--- config.mk ---
export PLATFORM = sky130hd
export DESIGN_NAME = sram_burst_reader
export DESIGN_NICKNAME = d
export VERILOG_FILES = /design/src/rtl/sram_burst_reader_pkg.sv /design/src/rtl/sram_burst_reader_sync_fifo_2.sv /design/src/rtl/sram_burst_reader.sv
export SDC_FILE = /design/constraint.sdc
export NUM_CORES = 1
export LEC_CHECK = 0
export CORE_MARGIN = 2
export CORE_UTILIZATION = 45
export DETAILED_ROUTE_END_ITERATION = 8
export PLACE_DENSITY = 0.76
export SLEW_MARGIN = 20
export SYNTH_ARGS = -nofsm -noshare
export SYNTH_HDL_FRONTEND = slang
export SYNTH_SLANG_ARGS = --single-unit
export TNS_END_PERCENT = 30
--- constraint.sdc ---
create_clock -name clk -period 2.1 [get_ports clk]
set_input_delay 0.315 -clock clk [delete_from_list [all_inputs] [get_ports clk]]
set_output_delay 0.315 -clock clk [all_outputs]
set_load 0.005 [all_outputs]
--- src/rtl/sram_burst_reader_pkg.sv ---
// Shared constants and types for the SRAM burst reader and its output FIFO.
package sram_burst_reader_pkg;

  localparam int unsigned INTERNAL_BITS = 16;
  localparam int unsigned STATE_BITS    = 2;

  localparam logic [STATE_BITS-1:0] READER_IDLE  = 2'd0;
  localparam logic [STATE_BITS-1:0] READER_READ  = 2'd1;
  localparam logic [STATE_BITS-1:0] READER_DRAIN = 2'd2;
  localparam logic [STATE_BITS-1:0] READER_DONE  = 2'd3;

  // One buffered stream beat: the SRAM word plus its end-of-burst marker.
  typedef struct packed {
    logic                     last;
    logic [INTERNAL_BITS-1:0] data;
  } stream_word_t;

endpackage

--- src/rtl/sram_burst_reader_sync_fifo_2.sv ---
// Small register FIFO with push/pop, occupancy count and a head output.
module sync_fifo_2 #(
  parameter  int unsigned WIDTH = 8,
  parameter  int unsigned DEPTH = 2,
  localparam int unsigned PTR_W = (DEPTH > 1) ? $clog2(DEPTH) : 1,
  localparam int unsigned CNT_W = $clog2(DEPTH + 1)
) (
  input  logic             clk,
  input  logic             rst,
  input  logic             push,
  input  logic [WIDTH-1:0] push_data,
  input  logic             pop,
  output logic [CNT_W-1:0] count,
  output logic [WIDTH-1:0] head
);

  logic [WIDTH-1:0] mem [DEPTH];
  logic [PTR_W-1:0] wr_ptr;
  logic [PTR_W-1:0] rd_ptr;
  logic [CNT_W-1:0] count_q;

  function automatic logic [PTR_W-1:0] ptr_inc(input logic [PTR_W-1:0] p);
    return (p == PTR_W'(DEPTH - 1)) ? '0 : p + PTR_W'(1);
  endfunction

  assign count = count_q;
  assign head  = mem[rd_ptr];

  // Simultaneous push and pop leave the count unchanged.
  always_ff @(posedge clk) begin
    if (rst) begin
      mem     <= '{default: '0};
      wr_ptr  <= '0;
      rd_ptr  <= '0;
      count_q <= '0;
    end else begin
      if (push) begin
        mem[wr_ptr] <= push_data;
        wr_ptr      <= ptr_inc(wr_ptr);
      end
      if (pop) begin
        rd_ptr <= ptr_inc(rd_ptr);
      end
      case ({push, pop})
        2'b10:   count_q <= count_q + CNT_W'(1);
        2'b01:   count_q <= count_q - CNT_W'(1);
        default: count_q <= count_q;
      endcase
    end
  end

endmodule

--- src/rtl/sram_burst_reader.sv ---
// Sequential burst reader for the SRAM read port; turns the 1-cycle read
// latency into a valid/ready stream with a last flag.
module sram_burst_reader
  import sram_burst_reader_pkg::*;
#(
  parameter int unsigned ADDR_BITS  = 13,
  parameter int unsigned FIFO_DEPTH = 2
) (
  input  logic                     clk,
  input  logic                     rst,
  input  logic                     start,
  input  logic [ADDR_BITS-1:0]     base_addr,
  input  logic [ADDR_BITS:0]       length,
  output logic                     busy,
  output logic                     done,
  output logic                     sram_cen,
  output logic [ADDR_BITS-1:0]     sram_addr,
  input  logic [INTERNAL_BITS-1:0] sram_q,
  output logic                     out_valid,
  input  logic                     out_ready,
  output logic [INTERNAL_BITS-1:0] out_data,
  output logic                     out_last
);

  localparam int unsigned LEN_W = ADDR_BITS + 1;
  localparam int unsigned CNT_W = $clog2(FIFO_DEPTH + 1);
  localparam int unsigned OCC_W = CNT_W + 1;

  logic [STATE_BITS-1:0] state;
  logic [STATE_BITS-1:0] state_next;
  logic [ADDR_BITS-1:0]  rd_ptr;
  logic [LEN_W-1:0]      remaining;
  logic                  inflight;
  logic                  inflight_last;
  logic [CNT_W-1:0]      fifo_count;
  logic [OCC_W-1:0]      occupancy;
  stream_word_t          push_word;
  stream_word_t          head_word;
  logic                  pop;
  logic                  issue;
  logic                  last_issue;

  // Buffered words plus the read still on its way back from the SRAM.
  assign occupancy = OCC_W'(fifo_count) + OCC_W'(inflight);
  assign push_word = '{last: inflight_last, data: sram_q};

  assign out_valid = (fifo_count != '0);
  assign pop       = out_valid && out_ready;
  assign out_data  = head_word.data;
  assign out_last  = out_valid && head_word.last;
  assign sram_addr = rd_ptr;
  assign sram_cen  = issue;

  // Issue only when the word is guaranteed a FIFO slot on arrival.
  always_comb begin
    issue = 1'b0;
    if (state == READER_READ && remaining != '0) begin
      if (occupancy < OCC_W'(FIFO_DEPTH)) begin
        issue = 1'b1;
      end else if (occupancy == OCC_W'(FIFO_DEPTH) && pop) begin
        issue = 1'b1;
      end
    end
  end

  assign last_issue = issue && (remaining == LEN_W'(1));

  always_ff @(posedge clk) begin
    if (rst) begin
      state <= READER_IDLE;
    end else begin
      state <= state_next;
    end
  end

  always_comb begin
    state_next = state;
    busy       = 1'b0;
    done       = 1'b0;
    case (state)
      READER_IDLE: begin
        if (start) begin
          state_next = (length == '0) ? READER_DONE : READER_READ;
        end
      end
      READER_READ: begin
        busy = 1'b1;
        if (last_issue) begin
          state_next = READER_DRAIN;
        end
      end
      READER_DRAIN: begin
        busy = 1'b1;
        if (pop && head_word.last) begin
          state_next = READER_DONE;
        end
      end
      READER_DONE: begin
        done       = 1'b1;
        state_next = READER_IDLE;
      end
      default: begin
        state_next = READER_IDLE;
      end
    endcase
  end

  // Read pointer wraps naturally at 2^ADDR_BITS.
  always_ff @(posedge clk) begin
    if (rst) begin
      rd_ptr        <= '0;
      remaining     <= '0;
      inflight      <= 1'b0;
      inflight_last <= 1'b0;
    end else begin
      inflight      <= issue;
      inflight_last <= last_issue;
      if (state == READER_IDLE && start && length != '0) begin
        rd_ptr    <= base_addr;
        remaining <= length;
      end else if (issue) begin
        rd_ptr    <= rd_ptr + ADDR_BITS'(1);
        remaining <= remaining - LEN_W'(1);
      end
    end
  end

  sync_fifo_2 #(
    .WIDTH ($bits(stream_word_t)),
    .DEPTH (FIFO_DEPTH)
  ) u_fifo (
    .clk       (clk),
    .rst       (rst),
    .push      (inflight),
    .push_data (push_word),
    .pop       (pop),
    .count     (fifo_count),
    .head      (head_word)
  );

endmodule
== Word-level counts from Yosys, hierarchy flattened ==
Cells that the tools add are included.
Word-level totals
  bits in registers: 69
  memories: 0
  RAM bits: 0
  output and inout bits: 34
  bits in read-only memories: 0
  word-level logic and storage cells: 74
  input bits: 47
  bits in latches: 0
Cells by class
  multiplexer cells: 23
  shift operators: 0
  divide/modulo/power cells: 0
  equal/unequal tests: 10
  multiply operators: 0
  magnitude comparators: 4
  bitwise gates (word level): 2
  reduce and logical (&&, ||, !) cells: 18
  add/sub/neg operators: 7
Operators with widths (count)
  $mux W17: 4
  $bwmux W34: 1
  $mux W14: 2
  $reduce_bool A14 Y1: 2
  $mux W13: 2
  $demux W17 S1: 1
  $eq A14 B1 Y1 const B: 1
  $logic_not A14 Y1: 1
  $sub A14 B1 Y14 const B: 1
  $add A13 B1 Y13 const B: 1
  $logic_and A1 B1 Y1: 9
  $mux W2: 4
  $pmux W2 S4: 1
  $mux W1: 7
  $eq A2 B2 Y1 const B: 3
  $ne A2 B2 Y1 const B: 3
  $reduce_bool A2 Y1: 3
  $eq A2 B1 Y1 const B: 2
  $ge A2 B2 Y1 const B: 2
  $not A1 Y2: 2
  $pmux W2 S2: 1
  $add A2 B1 Y3: 1
  $eq A3 B2 Y1 const B: 1
  $lt A3 B2 Y1 const B: 1
  other kinds (7): 8

== Longest topological paths before layout ==
  depth after elaboration: 9
  depth in mapped cells: 9
  depth with buffers taken out: 9

== By module ==
From an unflattened synthesis, not the netlist that was laid out.
Unflattened totals
  cell total of the unflattened synthesis: 426
  area total of the unflattened synthesis: 3530.9 um^2
Modules (own cells, without submodules)
  sram_burst_reader: cells each 240, times used 1, area each 1969.4 um^2, sequential area each 620.6 um^2
  sync_fifo_2: cells each 186, times used 1, area each 1561.5 um^2, sequential area each 760.7 um^2

== Least setup slack after synthesis ==
OpenSTA, ideal clock, no wires.
  kind: reg-to-reg
  from: register u_fifo.count_q[0] (netlist: u_fifo.count[0])
  to: register remaining[12]
  period minus slack after synthesis: 2.317 ns
  path buffers: 0
  arrival: 2.226 ns
  stages on the path, launching flop included: 9
  path slack: -0.217 ns
  library setup time: 0.091 ns
  data required time: 2.009 ns
  cells stage by stage: dfxtp_1 -> ha_1 -> inv_1 -> ha_1 -> nor4bb_1 -> a22o_2 -> nand4_1 -> or4_1 -> a311oi_1
Between the ends
  cells in the longest elaborated chain, start to end: 7
  elaborated cells on any way between the ends: 10
  classes of those cells: add/sub (1); order compare (1); eq/ne (1); mux (3); reduce/logical (4)
Ends and longest elaborated chain
  start, declared: RTL line sram_burst_reader_sync_fifo_2.sv:20  | logic [CNT_W-1:0] count_q;
  start signal, assigned: RTL line sram_burst_reader_sync_fifo_2.sv:45  | 2'b10: count_q <= count_q + CNT_W'(1);
  start signal, assigned: RTL line sram_burst_reader_sync_fifo_2.sv:46  | 2'b01: count_q <= count_q - CNT_W'(1);
  start signal, assigned: RTL line sram_burst_reader_sync_fifo_2.sv:47  | default: count_q <= count_q;
  $add A2 B1 Y3 or $reduce_bool A2 Y1 (tied branches): RTL line sram_burst_reader.sv:44, sram_burst_reader.sv:47
  $eq A3 B2 Y1 or $logic_and A1 B1 Y1 (tied branches): RTL line sram_burst_reader.sv:60, sram_burst_reader.sv:48
  $logic_and A1 B1 Y1: RTL line sram_burst_reader.sv:60  | end else if (occupancy == OCC_W'(FIFO_DEPTH) && pop) begin
  $mux W1: RTL line sram_burst_reader.sv:60
  $mux W1 (*): RTL line sram_burst_reader.sv:58  | if (occupancy < OCC_W'(FIFO_DEPTH)) begin
  $mux W1 (*): RTL line sram_burst_reader.sv:57  | if (state == READER_READ && remaining != '0) begin
  $reduce_bool A2 Y1 (no line) (*)
  end signal, assigned: RTL line sram_burst_reader.sv:120  | remaining <= length;
  end signal, assigned: RTL line sram_burst_reader.sv:123  | remaining <= remaining - LEN_W'(1);
  end, declared: RTL line sram_burst_reader.sv:32  | logic [LEN_W-1:0] remaining;
Every way passes the cells marked *; elsewhere a longest branch is shown, timed or not.
A chain may end at the register's enable or synchronous reset.

== Worst setup path in the final report ==
  from: register u_fifo.count_q[0] (netlist: u_fifo.count[0])
  to: register remaining[9]
The elaborated chain is that of the path after synthesis.

==> flow_summary_export.csv <==
group,metric,value,unit
timing,tightest_slew,0.772,ns
setup_path,critical_path_class,"reg2reg",
yosys,syn-instance-count,423,
timing,finalClockSkew,0.0100,ns
global_routing,antenna_found_initial,0,
floorplanning,core_area,7330,um^2
power_and_ir_drop,p_leak,1.86,nW
yosys,synth_top_cell_area_share,40.3,%
final_layout,area_growth_syn_to_layout,46.4,%
yosys,yosys_warnings,0,
detailed_routing,wl_per_cell,14.2,um
final_layout,final.fill_count,589,
final_layout,regArea,1390,um^2
floorplanning,dieArea,8330,um^2
setup_path,crit_arrival,2.56,ns
timing,setup_viol,11,
power_and_ir_drop,power,0.00562,W
timing,max_slew_margin,48.5,%
cts,cts.sinks,69,
hold_path,hold_path_class,"in2reg",
detailed_routing,avgViaCountPerCell,5.36,
yosys,synth_area_leader_cell,"dfxtp_1",
yosys,synth_flop_cell,"dfxtp_1",
detailed_routing,postRouteAntennaNets,0,
yosys,yosysMostFrequentCell,"nand2_1",
setup_path,crit_start,"u_fifo.count[0]$_SDFFE_PP0P_",
yosys,synthesis.area,3430,um^2
final_layout,multi_input_area,2010,um^2
floorplanning,die_width,91.3,um
setup_path,critPathLaunchType,"register",
global_routing,grt_pass1_vias,3323,
yosys,avgSynthCellArea,8.10,um^2
global_routing,grt_max_degree,36,
setup_path,path_max_fanout,5,
cts,clk_pin_slew_worst_paths,0.09,ns
final_layout,drive_above_1_share,20.5,%
power_and_ir_drop,powerDensity,1120,nW/um^2
yosys,yosys-top-cells-count,"nand2_1 (91), dfxtp_1 (69), a21oi_1 (37), nor2_1 (36), clkbuf_1 (18)",
hold_path,hp-start,"rst",
detailed_routing,vias,3460,
cts,cts_buffer_depth,2,
setup_path,r2r_start,"u_fifo.count[0]$_SDFFE_PP0P_",
floorplanning,row_count,31,
floorplanning,die_h,91.3,um
detailed_routing,routed_wl,9150,um
yosys,ys_top_cells_by_area,"dfxtp_1 (40%), nand2_1 (10%), a21oi_1 (5.4%)",
global_routing,grt.overflow.total,0,
setup_path,cp_cell_sequence,"ha_4 -> inv_4 -> ha_4 -> nor4bb_4 -> a22o_2 -> buf_6 -> nand4_1 -> buf_6 -> or3_4 -> a311oi_2",
final_layout,num_antenna_cells,0,
run_status,status,"finished, violations left",
timing,worst_slack,-0.210,ns
cts,clockRootBuffer,"clkbuf_8",
cts,clk_latency,0.34,ns
cts,cts_tree,"done",
detailed_routing,first_pass_iters,5,
run_status,violations,"setup timing",
floorplanning,io_pins,81,
placed_design,dp_cells,618,
yosys,synth-seq-cells,69,
detailed_routing,drc,0,
setup_path,cpPeakStageDelay,0.37,ns
floorplanning,initial_core_util,46.7,%
yosys,syn-num-nets,483,
yosys,synth.yosys.seq_area_share,40.3,%
detailed_routing,drtIter0Drc,123,
placed_design,place_congestion,0.778,
yosys,synth-async-reset-ratio,0,%
cts,htree_num_levels,3,
yosys,ys_types,46,
cts,cts_buffers,9,
setup_path,worstPathRequired,2.35,ns
job,drv_cap,0,
yosys,synth_edf_count,0,
setup_path,end_kind,"register",
setup_path,crit_slowest_cell,"dfxtp_4",
power_and_ir_drop,irDropWorstVdd,603,uV
final_layout,fin_nets,601,
timing,slew_viol_final,0,
timing,max_freq,0.433,GHz
global_routing,grt_pass1_wl,15000,um
timing,min_period_over_period,110,%
timing,rsz0062_at_grt,"true",
timing,hold_viol_final,0,
final_layout,stdcell_count,645,
placed_design,dp_hpwl,6340,um
global_routing,grt_use_total,21.7,%
timing,min_period,2.31,ns
placed_design,io_buffer_count,80,
## repair_timing
item                       CTS  global route
gates cloned                 1             0
setup endpoints to repair   10            18
resized for setup           19            15
pin swaps                   11             8
buffers inserted             7             3
hold buffers                 0             0
## report_power, final
part,internal [W],switching [W],total [W]
clock,0.000691,0.000577,0.00127
combinational,0.00136,0.00119,0.00255
sequential,0.00157,0.000230,0.00180
## per-stage QoR
stage | hold slack (ns) | worst slack, ns | util, % | setup TNS (ns) | area [um^2]
5_1_grt | 0.389 | -0.314 | 68.5 | -3.09 | 5020
2_1_floorplan | 0.424 | 0.00112 | - | 0 | 3450
3_5_place_dp | 0.443 | -0.329 | 62.5 | -4.42 | 4580
3_3_place_gp | 0.438 | -0.188 | 62.5 | -2.57 | 4580
6_report | 0.384 | -0.210 | 68.5 | -1.73 | 5020
4_1_cts | 0.455 | -0.201 | 67.4 | -1.56 | 4940
## layer usage
metal	share of wire, %	vias to the layer above	GRT usage [%]
met4	0.86	0	5.18
met1	43	1624	27.0
met3	5.7	7	3.82
met5	0	-	0
met2	51	114	39.0
li1	-	1715	-
## state kept, by name, summed over array words and instances, names as in the netlist
| name | cells |
|---|---|
| remaining | 14 |
| state | 2 |
| inflight | 1 |
| inflight_last | 1 |
| u_fifo.rd_ptr | 1 |
| u_fifo.count | 2 |
| u_fifo.mem | 34 |
| sram_addr | 13 |
| u_fifo.wr_ptr | 1 |
## layout make-up
class                           instances  area share [%]
Clock inverter                          7            2.07
Timing Repair Buffer                  131            24.3
Clock buffer                            9            2.47
Tap cell                               99            2.47
Multi-Input combinational cell        317            40.0
Sequential cell                        69            27.7
Inverter                               13            1.05
## logic make-up (layout without fill, tap and decap cells)
logic type / count (synthesis) / in the layout / synth area share, %
AO/OA/AOI/OAI: 84 / 84 / 15.3
flip-flops: 69 / 69 / 40.3
buffers and inverters: 37 / 160 / 4.23
XOR/XNOR: 16 / 16 / 4.09
adder cells (fa/ha/maj): 13 / 13 / 4.75
multiplexers: 18 / 18 / 5.84
AND/OR/NAND/NOR: 186 / 186 / 25.5
## worst paths after layout
path	end	slack (ns)	depth (start not counted)
setup / recovery	remaining[9]$_SDFFE_PP0P_	-0.21	10
hold / removal	sram_addr[5]$_SDFFE_PP0P_	0.38	4
setup reg to reg	remaining[9]$_SDFFE_PP0P_	-0.21	10
hold reg to reg	u_fifo.mem[7]$_SDFFE_PP0P_	0.46	2
## cells in the final DEF (no fill, tap or decap), types with 11 or more instances in the layout
cell	n
a21oi_1	37
buf_4	42
clkdlybuf4s50_1	78
dfxtp_1	67
mux2_2	16
nand2_1	90
nand3_1	11
nor2_1	35
o21ai_0	14
xor2_1	11
## worst max-delay path: cells and delay by family, from the launching register on
kind                       cells  cell delay, ns
buffers and inverters          3            0.34
adders and majority gates      2            0.40
and+or+nand+nor                3            0.70
AOI/OAI and AO/OA              2            0.42
DFF                            1            0.37
(Power assumes the default switching activity.)
